==> src/rtl/obi_program_loader.sv <==
// obi_program_loader
// Takes a base address and a stream of 32-bit words from the host register
// block and writes them into memory over OBI. Each accepted word is buffered
// in a small FIFO together with its target address. The address pointer
// advances by 4 per word. At most one OBI write is outstanding at a time.
//
// Ports:
//   clk, rst_n                  clock, asynchronous active-low reset
//   base_addr_i, addr_valid_i   base address load (1-cycle strobe)
//   word_i, word_valid_i        word push (1-cycle strobe)
//   clear_i                     synchronous flush of queue, counter and flags
//   req_o, we_o, be_o,
//   addr_o, wdata_o             registered OBI request channel
//   gnt_i, rvalid_i             OBI grant / response
//   busy_o, full_o              transfer pending or in flight / FIFO full
//   words_done_o                completed (responded) writes, saturating
//   overflow_o, addr_err_o,
//   proto_err_o                 sticky error flags

module obi_program_loader #(
   parameter int pDATA_WIDTH = 32,
   parameter int pADDR_WIDTH = 32,
   parameter int pFIFO_DEPTH = 4,
   parameter int pCNT_WIDTH  = 16
) (
   input  logic                   clk,
   input  logic                   rst_n,
   input  logic [pADDR_WIDTH-1:0] base_addr_i,
   input  logic                   addr_valid_i,
   input  logic [pDATA_WIDTH-1:0] word_i,
   input  logic                   word_valid_i,
   input  logic                   clear_i,
   output logic                   req_o,
   output logic                   we_o,
   output logic [3:0]             be_o,
   output logic [pADDR_WIDTH-1:0] addr_o,
   output logic [pDATA_WIDTH-1:0] wdata_o,
   input  logic                   gnt_i,
   input  logic                   rvalid_i,
   output logic                   busy_o,
   output logic                   full_o,
   output logic [pCNT_WIDTH-1:0]  words_done_o,
   output logic                   overflow_o,
   output logic                   addr_err_o,
   output logic                   proto_err_o
);

   localparam int cPtrW = $clog2(pFIFO_DEPTH);
   localparam logic [cPtrW:0] cDepth = (cPtrW+1)'(pFIFO_DEPTH);

   typedef enum logic [1:0] {IDLE, REQ, WAIT} state_t;

   state_t state_q, state_d;

   logic [pADDR_WIDTH-1:0] fifoAddr [pFIFO_DEPTH];
   logic [pDATA_WIDTH-1:0] fifoData [pFIFO_DEPTH];
   logic [cPtrW-1:0]       wrPtr_q, wrPtr_d, rdPtr_q, rdPtr_d;
   logic [cPtrW:0]         count_q, count_d;

   logic [pADDR_WIDTH-1:0] addrPtr_q, addrPtr_d;
   logic                   req_q, req_d;
   logic [pADDR_WIDTH-1:0] addr_q, addr_d;
   logic [pDATA_WIDTH-1:0] wdata_q, wdata_d;
   logic [pCNT_WIDTH-1:0]  wordsDone_q, wordsDone_d;
   logic                   overflow_q, overflow_d;
   logic                   addrErr_q, addrErr_d;
   logic                   protoErr_q, protoErr_d;
   logic                   skipResp_q, skipResp_d;
   logic                   headFlushed_q, headFlushed_d;

   logic                   fifoEmpty, fifoFull, addrAccept, pushOk, popOk, rspOk;
   logic [pADDR_WIDTH-1:0] pushAddr;

   // Handshake qualifiers. headFlushed_q marks a request whose FIFO entry was
   // flushed by clear_i while it was being presented: its grant must not pop
   // whatever has been pushed into the FIFO since.
   always_comb begin
      fifoEmpty  = (count_q == '0);
      fifoFull   = (count_q == cDepth);
      addrAccept = addr_valid_i && fifoEmpty && (state_q == IDLE) && !clear_i;
      pushAddr   = addrAccept ? (base_addr_i & ~pADDR_WIDTH'(3)) : addrPtr_q;
      popOk      = (state_q == REQ) && gnt_i && !clear_i && !headFlushed_q;
      pushOk     = word_valid_i && !clear_i && (!fifoFull || popOk);
      rspOk      = (state_q == WAIT) && rvalid_i;
   end

   // Next-state logic of the request sequencer.
   always_comb begin
      state_d = state_q;
      case (state_q)
         IDLE: if (!fifoEmpty && !clear_i) state_d = REQ;
         REQ:  if (gnt_i) state_d = WAIT;
         WAIT: if (rvalid_i) state_d = (!fifoEmpty && !clear_i) ? REQ : IDLE;
         default: state_d = IDLE;
      endcase
   end

   // Request registers load the FIFO head when entering REQ and then hold,
   // so address and data stay stable until granted.
   always_comb begin
      req_d   = (state_d == REQ);
      addr_d  = addr_q;
      wdata_d = wdata_q;
      if ((state_d == REQ) && (state_q != REQ)) begin
         addr_d  = fifoAddr[rdPtr_q];
         wdata_d = fifoData[rdPtr_q];
      end
   end

   // FIFO pointers, address pointer, counter and sticky flags.
   always_comb begin
      wrPtr_d       = wrPtr_q;
      rdPtr_d       = rdPtr_q;
      count_d       = count_q;
      addrPtr_d     = addrPtr_q;
      wordsDone_d   = wordsDone_q;
      overflow_d    = overflow_q;
      addrErr_d     = addrErr_q;
      protoErr_d    = protoErr_q;
      skipResp_d    = skipResp_q;
      headFlushed_d = headFlushed_q;
      if (clear_i) begin
         wrPtr_d       = '0;
         rdPtr_d       = '0;
         count_d       = '0;
         addrPtr_d     = '0;
         wordsDone_d   = '0;
         overflow_d    = 1'b0;
         addrErr_d     = 1'b0;
         protoErr_d    = 1'b0;
         skipResp_d    = (state_q == REQ) || ((state_q == WAIT) && !rvalid_i);
         headFlushed_d = (state_q == REQ) && !gnt_i;
      end else begin
         if (pushOk) wrPtr_d = wrPtr_q + cPtrW'(1);
         if (popOk)  rdPtr_d = rdPtr_q + cPtrW'(1);
         if (pushOk && !popOk) count_d = count_q + (cPtrW+1)'(1);
         if (!pushOk && popOk) count_d = count_q - (cPtrW+1)'(1);
         addrPtr_d = pushOk ? (pushAddr + pADDR_WIDTH'(4)) : pushAddr;
         if (word_valid_i && !pushOk)      overflow_d = 1'b1;
         if (addr_valid_i && !addrAccept)  addrErr_d  = 1'b1;
         if (rvalid_i && (state_q != WAIT)) protoErr_d = 1'b1;
         if (rspOk) begin
            if (!skipResp_q && !(&wordsDone_q)) wordsDone_d = wordsDone_q + pCNT_WIDTH'(1);
            skipResp_d = 1'b0;
         end
         if ((state_q == REQ) && gnt_i) headFlushed_d = 1'b0;
      end
   end

   // FIFO storage; contents are don't-care until written.
   always_ff @(posedge clk) begin
      if (pushOk) begin
         fifoAddr[wrPtr_q] <= pushAddr;
         fifoData[wrPtr_q] <= word_i;
      end
   end

   always_ff @(posedge clk or negedge rst_n) begin
      if (!rst_n) begin
         state_q       <= IDLE;
         wrPtr_q       <= '0;
         rdPtr_q       <= '0;
         count_q       <= '0;
         addrPtr_q     <= '0;
         req_q         <= 1'b0;
         addr_q        <= '0;
         wdata_q       <= '0;
         wordsDone_q   <= '0;
         overflow_q    <= 1'b0;
         addrErr_q     <= 1'b0;
         protoErr_q    <= 1'b0;
         skipResp_q    <= 1'b0;
         headFlushed_q <= 1'b0;
      end else begin
         state_q       <= state_d;
         wrPtr_q       <= wrPtr_d;
         rdPtr_q       <= rdPtr_d;
         count_q       <= count_d;
         addrPtr_q     <= addrPtr_d;
         req_q         <= req_d;
         addr_q        <= addr_d;
         wdata_q       <= wdata_d;
         wordsDone_q   <= wordsDone_d;
         overflow_q    <= overflow_d;
         addrErr_q     <= addrErr_d;
         protoErr_q    <= protoErr_d;
         skipResp_q    <= skipResp_d;
         headFlushed_q <= headFlushed_d;
      end
   end

   assign req_o        = req_q;
   assign we_o         = req_q;
   assign be_o         = {4{req_q}};
   assign addr_o       = addr_q;
   assign wdata_o      = wdata_q;
   assign busy_o       = (state_q != IDLE) || !fifoEmpty;
   assign full_o       = fifoFull;
   assign words_done_o = wordsDone_q;
   assign overflow_o   = overflow_q;
   assign addr_err_o   = addrErr_q;
   assign proto_err_o  = protoErr_q;

endmodule

==> config.mk <==
export PLATFORM = sky130hd
export DESIGN_NAME = obi_program_loader
export DESIGN_NICKNAME = d
export VERILOG_FILES = /design/src/rtl/obi_program_loader.sv
export SDC_FILE = /design/constraint.sdc
export NUM_CORES = 1
export LEC_CHECK = 0
export ABC_AREA = 1
export CAP_MARGIN = 40
export CORE_ASPECT_RATIO = 2
export CORE_UTILIZATION = 25
export CTS_CLUSTER_SIZE = 16
export DETAILED_ROUTE_END_ITERATION = 8
export HOLD_SLACK_MARGIN = 0.15
export SLEW_MARGIN = 20
export SYNTH_ARGS = -nofsm -noshare
export SYNTH_HDL_FRONTEND = slang
export SYNTH_SLANG_ARGS = --single-unit
==> constraint.sdc <==
create_clock -name clk -period 5.8 [get_ports clk]
set_input_delay 1.16 -clock clk [delete_from_list [all_inputs] [get_ports clk]]
set_output_delay 1.16 -clock clk [all_outputs]
set_load 0.02 [all_outputs]
## Word-level counts from Yosys, hierarchy flattened

Memory sizes are Yosys's and may differ from the RTL's. A register that Yosys moved wholly into a read port is not among the register bits.
Cells that the tools add are included.

| word-level totals | value |
|---|---|
| register bits | 63 |
| bits in writable memories | 256 |
| input bits | 71 |
| output and inout port bits | 91 |
| memories kept | 2 |

| cells by class | value |
|---|---|
| $add $sub $neg | 6 |
| equal/unequal tests | 6 |
| muxes and demuxes | 30 |
| reduce and logical (&&, ||, !) cells | 49 |

Memory list:

| name | words | bits a word | read ports | clocked after Yosys merged registers in | wr ports | line | source |
|---|---|---|---|---|---|---|---|
| fifoAddr | 4 | 32 | 1 | 1 | 1 | 55 | `logic [pADDR_WIDTH-1:0] fifoAddr [pFIFO_DEPTH];` |
| fifoData | 4 | 32 | 1 | 1 | 1 | 56 | `logic [pDATA_WIDTH-1:0] fifoData [pFIFO_DEPTH];` |

Operators with widths:

| cell | count |
|---|---|
| 32-bit 2-to-1 mux | 3 |
| 16-bit 2-to-1 mux | 3 |
| 32-bit by 3-bit adder with 32-bit output, second input constant | 1 |
| 1-bit logical AND | 19 |
| 2-bit nonzero test | 9 |
| 16-bit by 1-bit adder with 16-bit output, second input constant | 1 |
| 16-bit AND reduction | 1 |
| 2-bit 2-to-1 mux | 7 |
| 1-bit zero test | 13 |
| 1-bit 2-to-1 mux | 13 |
| 3-bit 2-to-1 mux | 3 |
| 2-bit one-hot mux with 3 select lines | 1 |
| 2-bit by 1-bit adder with 2-bit output, second input constant | 2 |
| 2-bit by 1-bit == test with 1-bit output, second input constant | 2 |
| 3-bit by 1-bit adder with 3-bit output, second input constant | 1 |
| 3-bit == test, second input constant | 1 |
| 3-bit zero test | 1 |
| 1-bit logical OR | 3 |
| 3-bit nonzero test | 1 |
| 3-bit by 1-bit subtractor with 3-bit output, second input constant | 1 |
| 2-bit == test, second input constant | 1 |
| 2-bit zero test | 1 |
| 2-bit by 1-bit inequality test with 1-bit output, second input constant | 1 |
| 2-bit inequality test, second input constant | 1 |
| 2-bit AND reduction | 1 |

## Depth between registers and ports, before layout

Gate-level depths: netlist (run 1).

| logic depth | value |
|---|---|
| depth after elaboration | 10 |
| mapped depth | 15 |
| mapped depth without buffers | 15 |

## Worst setup path after synthesis (run 1)

OpenSTA, ideal clock, no wires.

| timing | value |
|---|---|
| path kind | input -> register |
| start | input clear_i |
| end | memory fifoAddr[0][0] (enable) |
| arrival time | 4.401 ns |
| path slack | 0.913 ns |
| cell stages on the path | 6 |
| buffers on the path | 1 |
| path through | buf_6 > nor2_1 > nand2_2 > nand2_2 > nand2_4 > nor2_1 |

| between the ends | value |
|---|---|
| longest elaborated chain between the ends | 7 |

Ends and longest elaborated chain:

| element | line | source |
|---|---|---|
| from (decl) | 32 | `input logic clear_i,` |
| 1-bit zero test * | 82, 83 |  |
| 1-bit logical AND (2 in series) | 82 | `popOk = (state_q == REQ) && gnt_i && !clear_i && !headFlushed_q;` |
| 1-bit logical OR | 83 | `pushOk = word_valid_i && !clear_i && (!fifoFull \|\| popOk);` |
| 1-bit logical AND * | 83 |  |
| 1-bit 2-to-1 mux * | 152 | `if (pushOk) begin` |
| 1-bit 2-to-1 mux (implied by the code) * | 153 | `fifoAddr[wrPtr_q] <= pushAddr;` |
| to (decl) | 55 |  |

Every way passes the cells marked *; elsewhere a longest branch is shown, timed or not.

## Final worst setup path (run 1)

| timing | value |
|---|---|
| start | input clear_i |
| end | register addrPtr_q[24] |

RTL lines:

| element | line | source |
|---|---|---|
| 1-bit zero test | 80 | `addrAccept = addr_valid_i && fifoEmpty && (state_q == IDLE) && !clear_i;` |
| 1-bit logical AND | 80 |  |
| 32-bit 2-to-1 mux | 81 | `pushAddr = addrAccept ? (base_addr_i & ~pADDR_WIDTH'(3)) : addrPtr_q;` |
| via pushAddr[2] | 72 | `logic [pADDR_WIDTH-1:0] pushAddr;` |
| 32-bit by 3-bit adder with 32-bit output | 138 | `addrPtr_d = pushOk ? (pushAddr + pADDR_WIDTH'(4)) : pushAddr;` |
| 32-bit 2-to-1 mux | 138 |  |
| 32-bit 2-to-1 mux | 122 | `if (clear_i) begin` |
| via addrPtr_d[24] | 60 | `logic [pADDR_WIDTH-1:0] addrPtr_q, addrPtr_d;` |
| to (signal assigned) | 179 | `addrPtr_q <= addrPtr_d;` |
| to (decl) | 60 |  |

The timed path passes the listed nets, and every way through them passes these cells.
A chain may end at the register's enable or synchronous reset.

==> results of run 1 <==
-- cell type report --
type | instances | area (µm²)
fill | 6403 | 43900
sequential | 383 | 10900
multi-input combinational | 954 | 4610
timing repair buffer | 181 | 1890
clock buffer | 44 | 1030
tap | 798 | 998
inverter | 94 | 355
clock inverter | 25 | 307
antenna | 1 | 2.50
-- per-layer routing --
metal / GRT usage [%] / vias up
met5: 0 / -
met1: 13.8 / 5504
met3: 2.96 / 88
li1: - / 5416
met2: 24.8 / 255
met4: 6.58 / 8
-- cell usage after synthesis, types with 13 or more instances --
| master | count | area, µm² |
|---|---|---|
| o21ai_0 | 152 | 761 |
| dfrtp_1 | 127 | 3180 |
| nand2_2 | 22 | 138 |
| nand2_1 | 144 | 541 |
| inv_1 | 83 | 312 |
| nand3_1 | 50 | 250 |
| a21oi_1 | 24 | 120 |
| nor2_1 | 401 | 1510 |
| clkbuf_1 | 49 | 184 |
| a31oi_1 | 66 | 413 |
| nand3_2 | 13 | 130 |
| edfxtp_1 | 256 | 7690 |
-- registers in the layout, summed over array words and instances, names as in the netlist, 2 cells and up --
signal,flops
addr_o,32
fifoData,128
rdPtr_q,2
count_q,3
state_q,2
wrPtr_q,2
fifoAddr,128
wdata_o,32
words_done_o,16
addrPtr_q,32
-- worst max path at each step --
stage	to	slack, ns	cells after the start
floorplan	fifoAddr[0][0]	0.91	6
global placement	addrPtr_q[31]	1.23	13
detailed placement	addrPtr_q[24]	1.26	13
CTS	addrPtr_q[24]	1.83	13
global route	addrPtr_q[31]	1.47	13
finish	addrPtr_q[24]	1.89	13
-- cell families after synthesis --
kind of cell | Yosys count | synth area share (%)
simple gates | 677 | 18.4
buf+inv | 172 | 4.46
mux | 1 | 0.0619
xor+xnor | 6 | 0.325
compound gates | 263 | 8.94
fa+ha+maj | 7 | 0.588
flops | 383 | 67.2
-- through the flow --
stage | std cells | util [%]
3_3_place_gp | 2405 | 29.1
5_1_grt | 2479 | 31.4
2_1_floorplan | 1509 | -
3_5_place_dp | 2409 | 29.2
6_report | 2480 | 31.4
4_1_cts | 2478 | 31.3
-- where the power goes --
part | internal [mW] | switching, mW | leakage (nW)
registers | 3.36 | 0.215 | 3.91
clock network | 1.56 | 1.08 | 0.647
logic | 0.991 | 1.65 | 2.96
==> flow_metrics.env, run 1 <==
export IMPL_grt_overflow=0
export IMPL_routedWlPerCell_um=17.4
export IMPL_gp_congestion=0.843
export IMPL_met1_length_um=16300
export IMPL_maxSlewViolCount=0
export IMPL_drtIter0Drc=525
export IMPL_ys_flop_type="edfxtp_1"
export IMPL_cts_root_buffer="clkbuf_16"
export IMPL_min_to="overflow_o"
export IMPL_hold_viol=0
export IMPL_cp_max_fo=33
export IMPL_p_total_mw=8.86
export IMPL_yosysSeqAreaShare_pct=67.2
export IMPL_drc=0
export IMPL_cp_startpoint="clear_i"
export IMPL_rsz0062_at_grt="false"
export IMPL_wl_met3_um=2450
export IMPL_period_needed_ns=3.91
export IMPL_crit_type="in -> reg"
export IMPL_final_common_cell="nor2_1"
export IMPL_dieWidth_um=182
export IMPL_clock_sinks=383
export IMPL_grt_pass1_wl_um=66400
export IMPL_max_cap_violations=0
export IMPL_cts_tree="yes"
export IMPL_clk_pin_slew_ns=0.07
export IMPL_crit_required_ns=6.23
export IMPL_outcome="finished clean"
export IMPL_crit_chain="clkdlybuf4s50_1 > buf_4 > nor2_8 > nand4_4 > nand2_1 > nand2_1 > ha_1 > nand2_4 > nor2_8 > nand4_1 > nor2_2 > a21oi_1 > nor2_1"
export IMPL_grt_pass1_vias=11500
export IMPL_floorplan_io_pins=162
export IMPL_slew_headroom_pct=45.4
export IMPL_portBuffers=159
export IMPL_final_cell_area_um2=20100
export IMPL_crit_arrival_ns=4.35
export IMPL_vias=11300
export IMPL_holdWs_ns=0.494
export IMPL_die_y_um=362
export IMPL_syn_nets=1587
export IMPL_grt_max_degree=87
export IMPL_clock_latency_ns=0.55
export IMPL_skew_ns=0.0146
export IMPL_slowest_stage="nand4_4"
export IMPL_grt_util_all_layers_pct=13.3
export IMPL_min_delay_path_depth=1
export IMPL_drt_total_wl_um=43200
export IMPL_syn_area_per_cell_um2=10.7
export IMPL_coreArea_um2=63900
export IMPL_cts_resized=0
export IMPL_place_area_um2=18700
export IMPL_worstHoldStart="overflow_o"
export IMPL_worst_pin_slew_ns=0.819
export IMPL_start_kind="primary input"
export IMPL_area_delta_synth_final_pct=24.1
export IMPL_synth_edff_count=256
export IMPL_hpwl_um=28300
export IMPL_r2r_slack_ns=2.91
export IMPL_slowest_delay_ns=0.58
export IMPL_max_freq_ghz=0.256
export IMPL_initial_utilization_pct=25.3
export IMPL_cp_num_buf_inv=2
export IMPL_top_layer_used="met5"
export IMPL_powerDensity_nw_per_um2=442
export IMPL_ys_types=43
export IMPL_setup_tns_ns=0
export IMPL_post_cts_buffers=0
export IMPL_p_leak_nw=7.51
export IMPL_drtPass1Iterations=5
export IMPL_async_flop_share_pct=33.2
export IMPL_ctsHoldBuffers=0
export IMPL_final_cell_mix="397 x nor2_1, 256 x edfxtp_1, 158 x clkdlybuf4s50_1, 152 x o21ai_0, 144 x nand2_1"
export IMPL_nets=1730
export IMPL_yosys_warnings=0
export IMPL_critPathTopFamily="simple AND/OR/NAND/NOR gates"
export IMPL_r2r_cells=5
export IMPL_setup_violations=0
export IMPL_clockBufferDepth=3
export IMPL_ys_seq_elements=383
export IMPL_drive_gt1_share_pct=9.99
export IMPL_num_rows=131
export IMPL_r2r_start="rdPtr_q[0]"
export IMPL_cp_end_kind="flip-flop"
export IMPL_numCtsBuffers=38
export IMPL_h_tree_depth=2
export IMPL_peakVddDrop_v=0.000201
export IMPL_viasPerCell=4.54
export IMPL_min_period_over_period_pct=67.5
export IMPL_synth_area_um2=16200
export IMPL_rr_endpoint="wdata_o[1]"
export IMPL_die_area_um2=65700
export IMPL_route_met2_wl_um=22700
export IMPL_dpl_worst_slack_ns=1.26
export IMPL_setup_slack_ns=1.89
export IMPL_antenna_found_initial=5
export IMPL_ant_nets=0
export IMPL_hold_path_class="reg -> reg"
export IMPL_syn_inst=1509
Power figures use the tool's default switching activity.
==> run 2, diff against run 1 <==
Clock period 5.8 ns to 3.3 ns, I/O delays scaled along.
==> run 2 against run 1 <==
  * Wire length barely moved
  * Global-route usage fell by 0.077 points
  * Die area did not move
  * Highest routed layer unchanged
==> flow_metrics.env, run 2 (synthesized netlist as in run 1, its figures left out) <==
export IMPL_drtPass1Iterations=5
export IMPL_start_kind="flip-flop"
export IMPL_top_regs="fifoAddr (128), fifoData (128)"
export IMPL_vias=11300
export IMPL_cp_max_fo=14
export IMPL_max_freq_ghz=0.338
export IMPL_period_needed_ns=2.96
export IMPL_clk_pin_slew_ns=0.06
export IMPL_coreArea_um2=63900
export IMPL_slowest_delay_ns=0.57
export IMPL_p_leak_nw=7.61
export IMPL_peakVddDrop_v=0.000341
export IMPL_cts_root_buffer="clkbuf_16"
export IMPL_viasPerCell=4.53
export IMPL_dpl_worst_slack_ns=0.134
export IMPL_crit_arrival_ns=2.30
export IMPL_crit_chain="nor2_4 > nand2_2 > nor2_4 > inv_1 > clkdlybuf4s50_1"
export IMPL_floorplan_io_pins=162
export IMPL_slew_headroom_pct=58.0
export IMPL_worst_pin_slew_ns=0.630
export IMPL_setup_violations=0
export IMPL_grt_util_all_layers_pct=13.2
export IMPL_die_y_um=362
export IMPL_outcome="finished clean"
export IMPL_post_cts_buffers=0
export IMPL_clock_latency_ns=0.55
export IMPL_final_fill_count=6355
export IMPL_max_cap_violations=0
export IMPL_dieWidth_um=182
export IMPL_crit_required_ns=2.64
export IMPL_nets=1751
export IMPL_slowest_stage="clkdlybuf4s50_1"
export IMPL_final_common_cell="nor2_1"
export IMPL_hold_path_class="reg -> reg"
export IMPL_hpwl_um=28100
export IMPL_grt_max_degree=130
export IMPL_setup_slack_ns=0.344
export IMPL_cp_end_kind="primary output"
export IMPL_cp_common_cell="nor2_4"
export IMPL_cts_tree="yes"
export IMPL_hold_viol=0
export IMPL_numCtsBuffers=38
export IMPL_num_rows=131
export IMPL_antenna_found_initial=2
export IMPL_ant_nets=0
export IMPL_cts_resized=0
export IMPL_holdWs_ns=0.499
export IMPL_grt_pass1_wl_um=65900
export IMPL_drtIter0Drc=522
export IMPL_skew_ns=0.0160
export IMPL_drc=0
export IMPL_drt_total_wl_um=43200
export IMPL_h_tree_depth=2
export IMPL_final_cell_mix="397 x nor2_1, 256 x edfxtp_1, 158 x clkdlybuf4s50_1, 152 x o21ai_0, 144 x nand2_1"
export IMPL_drive_gt1_share_pct=10.8
export IMPL_die_area_um2=65700
export IMPL_routedWlPerCell_um=17.3
export IMPL_powerDensity_nw_per_um2=764
export IMPL_area_delta_synth_final_pct=25.2
export IMPL_antenna_cells=0
export IMPL_gp_congestion=0.878
export IMPL_min_period_over_period_pct=89.6
export IMPL_maxSlewViolCount=0
export IMPL_clockBufferDepth=3
export IMPL_crit_type="reg -> out"
export IMPL_grt_overflow=0
export IMPL_grt_pass1_vias=11500
export IMPL_portBuffers=159
export IMPL_clock_sinks=383
export IMPL_initial_utilization_pct=25.3
export IMPL_rsz0062_at_grt="false"
run 2: worst paths after layout:
kind                                    to  slack (ns)  depth (start not counted)       start
setup / recovery                    busy_o        0.34                          5  count_q[1]
hold / removal                  overflow_o        0.50                          1  overflow_o
setup reg to reg             addrPtr_q[24]        0.64                         15  count_q[1]
hold reg to reg                 overflow_o        0.50                          1  overflow_o
max in group asynchronous  words_done_o[5]        1.86                          3       rst_n
min in group asynchronous      wdata_o[23]        0.64                          2       rst_n
run 2: repair_timing:
item,in CTS,in global routing
hold buffers,1,0
setup endpoints to repair,0,0
hold endpoints to repair,47,0
run 2: layout make-up:
| class | count | area, µm² | share of cell area (%) |
|---|---|---|---|
| multi-input cells | 954 | 4610 | 22.8 |
| repair buffers | 202 | 2120 | 10.5 |
| well taps | 798 | 998 | 4.93 |
| inverters | 94 | 355 | 1.76 |
| flip-flops and latches | 383 | 10900 | 53.7 |
| clock inverters | 19 | 221 | 1.09 |
| clock buffers | 50 | 1060 | 5.23 |
run 2: stage by stage:
step	utilization, %	TNS (ns)	instance area (µm²)	power, mW	std cells
after floorplan	-	-4.94	16200	9.07	1509
after global placement	29.6	0	18900	11.1	2429
after detailed placement	29.6	0	18900	11.2	2430
after CTS	31.7	0	20200	15.7	2500
after global routing	31.7	0	20200	16.3	2500
final	31.7	0	20200	15.5	2500
run 2: metal layers:
| layer | track usage [%] | wire length (µm) |
|---|---|---|
| met1 | 14.1 | 16400 |
| met3 | 2.53 | 2340 |
| met4 | 6.43 | 1700 |
| met2 | 24.6 | 22700 |
| met5 | 0 | 22 |
run 2: worst max-delay path, delay by kind of cell, from the launching register on:
family / cells / cell delay (ns)
flops: 1 / 0.46
simple gates: 3 / 0.61
buf+inv: 2 / 0.69
run 2: power by group:
part           switching (mW)  internal (mW)
sequential              0.359           5.91
combinational            2.93           1.79
clock                    1.87           2.60
==> run 3, diff against run 2 <==
Settings changed: ABC_AREA 1 to not set.
==> run 3 against run 2 <==
  * Clock skew is 0.0059 ns higher
  * Synthesized area down 3.3%
  * Cell area fell by 2.3%
  * Non-clock buffer count increased by 2
  * Sequential power is essentially flat
  * Clock power increased by 3%
  * Worst hold slack better by 0.0030 ns
  * First-iteration DRC count is 16% lower
  * Sequential share of layout area up 1.3 points
  * Critical path depth is 2 lower
  * Worst setup slack got worse by 0.0065 ns
  * Register-to-register slack about the same
  * Largest power group unchanged
==> flow_metrics.env, run 3 <==
export IMPL_synth_edff_count=256
export IMPL_multiInputGateArea_um2=4500
export IMPL_yosys_warnings=0
export IMPL_synth_top_family_by_area="multiplexers"
export IMPL_syn_area_per_cell_um2=16.5
export IMPL_yosys_top_cells_area="edfxtp_1 49%, dfrtp_1 20%, mux4_2 9.2%"
export IMPL_dieWidth_um=179
export IMPL_numCtsBuffers=39
export IMPL_die_y_um=356
export IMPL_r2r_start="state_q[1]"
export IMPL_maxSlewViolCount=0
export IMPL_drtIter0Drc=440
export IMPL_floorplan_io_pins=162
export IMPL_num_rows=129
export IMPL_hpwl_um=26000
export IMPL_hold_path_class="reg -> reg"
export IMPL_syn_nets=1024
export IMPL_post_cts_buffers=0
export IMPL_slew_headroom_pct=56.0
export IMPL_skew_ns=0.0219
export IMPL_drc=0
export IMPL_top_regs="fifoAddr (128), fifoData (128)"
export IMPL_period_needed_ns=2.96
export IMPL_peakVddDrop_v=0.000317
export IMPL_setup_slack_ns=0.337
export IMPL_ant_nets=0
export IMPL_clock_sinks=383
export IMPL_async_flop_share_pct=33.2
export IMPL_worst_pin_slew_ns=0.660
export IMPL_nets=1222
export IMPL_worstHoldStart="wdata_o[10]"
export IMPL_cp_end_kind="primary output"
export IMPL_drive_gt1_share_pct=22.9
export IMPL_viasPerCell=4.59
export IMPL_clk_pin_slew_ns=0.06
export IMPL_syn_inst=946
export IMPL_crit_arrival_ns=2.30
export IMPL_ys_types=69
export IMPL_r2r_cells=10
export IMPL_synth_area_mux_share_pct=14.8
export IMPL_final_common_cell="edfxtp_1"
export IMPL_min_period_over_period_pct=89.8
export IMPL_yosysSeqAreaShare_pct=69.5
export IMPL_drt_total_wl_um=39700
export IMPL_portBuffers=159
export IMPL_grt_util_all_layers_pct=12.8
export IMPL_drtPass1Iterations=4
export IMPL_dpl_worst_slack_ns=-0.0485
export IMPL_rr_endpoint="addrPtr_q[22]"
export IMPL_clockBufferDepth=3
export IMPL_yosysMostFrequentCell="edfxtp_1"
export IMPL_max_freq_ghz=0.338
export IMPL_cp_max_fo=5
export IMPL_outcome="finished clean"
export IMPL_min_to="wdata_o[10]"
export IMPL_gp_congestion=0.807
export IMPL_cts_root_buffer="clkbuf_16"
export IMPL_final_cell_mix="256 x edfxtp_1, 157 x clkdlybuf4s50_1, 125 x dfrtp_1, 73 x nand2_1, 69 x mux2_2"
export IMPL_area_delta_synth_final_pct=26.5
export IMPL_routedWlPerCell_um=20.2
export IMPL_crit_type="reg -> out"
export IMPL_synth_top_area_share_pct=49.2
export IMPL_synth_compound_area_share_pct=3.18
export IMPL_r2r_slack_ns=0.64
export IMPL_synthSimpleGateAreaFrac_pct=8.39
export IMPL_p_leak_nw=7.03
export IMPL_vias=8999
export IMPL_p_total_mw=14.7
export IMPL_initial_utilization_pct=25.3
export IMPL_regArea_um2=10900
export IMPL_utilization_pct=32.0
export IMPL_synth_area_um2=15600
export IMPL_synthAdderAreaFrac_pct=0.608
export IMPL_h_tree_depth=2
export IMPL_synth_common_cells="256 x edfxtp_1, 127 x dfrtp_1, 73 x nand2_1"
export IMPL_antenna_found_initial=5
export IMPL_min_delay_path_depth=1
export IMPL_cts_tree="yes"
export IMPL_grt_overflow=0
export IMPL_setup_violations=0
export IMPL_powerDensity_nw_per_um2=745
export IMPL_synth_xor_area_share_pct=1.68
export IMPL_grt_pass1_vias=9674
export IMPL_grt_max_degree=55
export IMPL_start_kind="flip-flop"
export IMPL_clock_latency_ns=0.56
export IMPL_ys_flop_type="edfxtp_1"
export IMPL_coreArea_um2=61800
export IMPL_max_cap_violations=0
export IMPL_crit_required_ns=2.64
export IMPL_final_fill_count=6004
export IMPL_yosysTopAreaCell="edfxtp_1"
export IMPL_die_area_um2=63600
export IMPL_ys_seq_elements=383
export IMPL_hold_viol=0
export IMPL_rsz0062_at_grt="false"
export IMPL_grt_pass1_wl_um=59600
==> run 3: kinds of logic (layout without fill, tap and decap cells) <==
kind of cell,Yosys count,in the layout
xor+xnor,30,30
simple gates,248,248
mux,141,141
buf+inv,60,288
compound gates,77,77
other cells,0,2
flops,383,383
fa+ha+maj,7,7
==> run 3: report_power, final <==
part           switching [mW]  internal [mW]  leakage, nW
sequential              0.395           5.90         3.99
combinational            1.96           1.90         2.41
clock                    1.96           2.62        0.634
==> run 3: cell type report <==
class                   count  area share (%)
well taps                 786            4.97
clock buffers              45            5.10
multi-input cells         503            22.8
flip-flops and latches    383            55.0
inverters                  13           0.247
diodes                      2          0.0253
repair buffers            204            10.4
clock inverters            26            1.51
==> run 3: worst max path at each step <==
| stage | start | endpoint | slack [ns] | cells past startpoint |
|---|---|---|---|---|
| after floorplan | clear_i | addrPtr_q[22] | 0.11 | 12 |
| after global placement | addr_valid_i | addrPtr_q[28] | -0.02 | 12 |
| after detailed placement | addr_valid_i | addrPtr_q[28] | -0.05 | 12 |
| after CTS | count_q[0] | full_o | 0.29 | 3 |
| after global routing | count_q[1] | full_o | 0.24 | 3 |
| final | count_q[0] | full_o | 0.34 | 3 |
==> run 3: stage by stage <==
step	cell area [µm²]	instances	hold slack (ns)	TNS (ns)
final	19800	1962	0.502	0
after global routing	19800	1960	0.508	0
after CTS	19800	1960	0.475	0
after detailed placement	18500	1888	0.483	-0.150
after global placement	18500	1888	0.486	-0.0560
after floorplan	15600	946	0.364	0
==> run 3: what timing repair did <==
| action | CTS | global route |
|---|---|---|
| hold buffers | 1 | 0 |
| gates resized for setup | 0 | 0 |
| hold endpoints to repair | 50 | 0 |
==> run 3: critical path, cell delays in order (launching register included) <==
cell,delay [ns]
dfrtp_1,0.46
or3b_1,0.48
inv_1,0.18
clkdlybuf4s50_1,0.63
==> run 3: layer usage <==
metal	GRT usage (%)	up-vias	share of wire, %
met1	13.6	4590	36
met5	0	-	0.12
met4	6.31	8	4.3
met3	3.31	92	6.8
met2	22.9	266	53
li1	-	4043	-
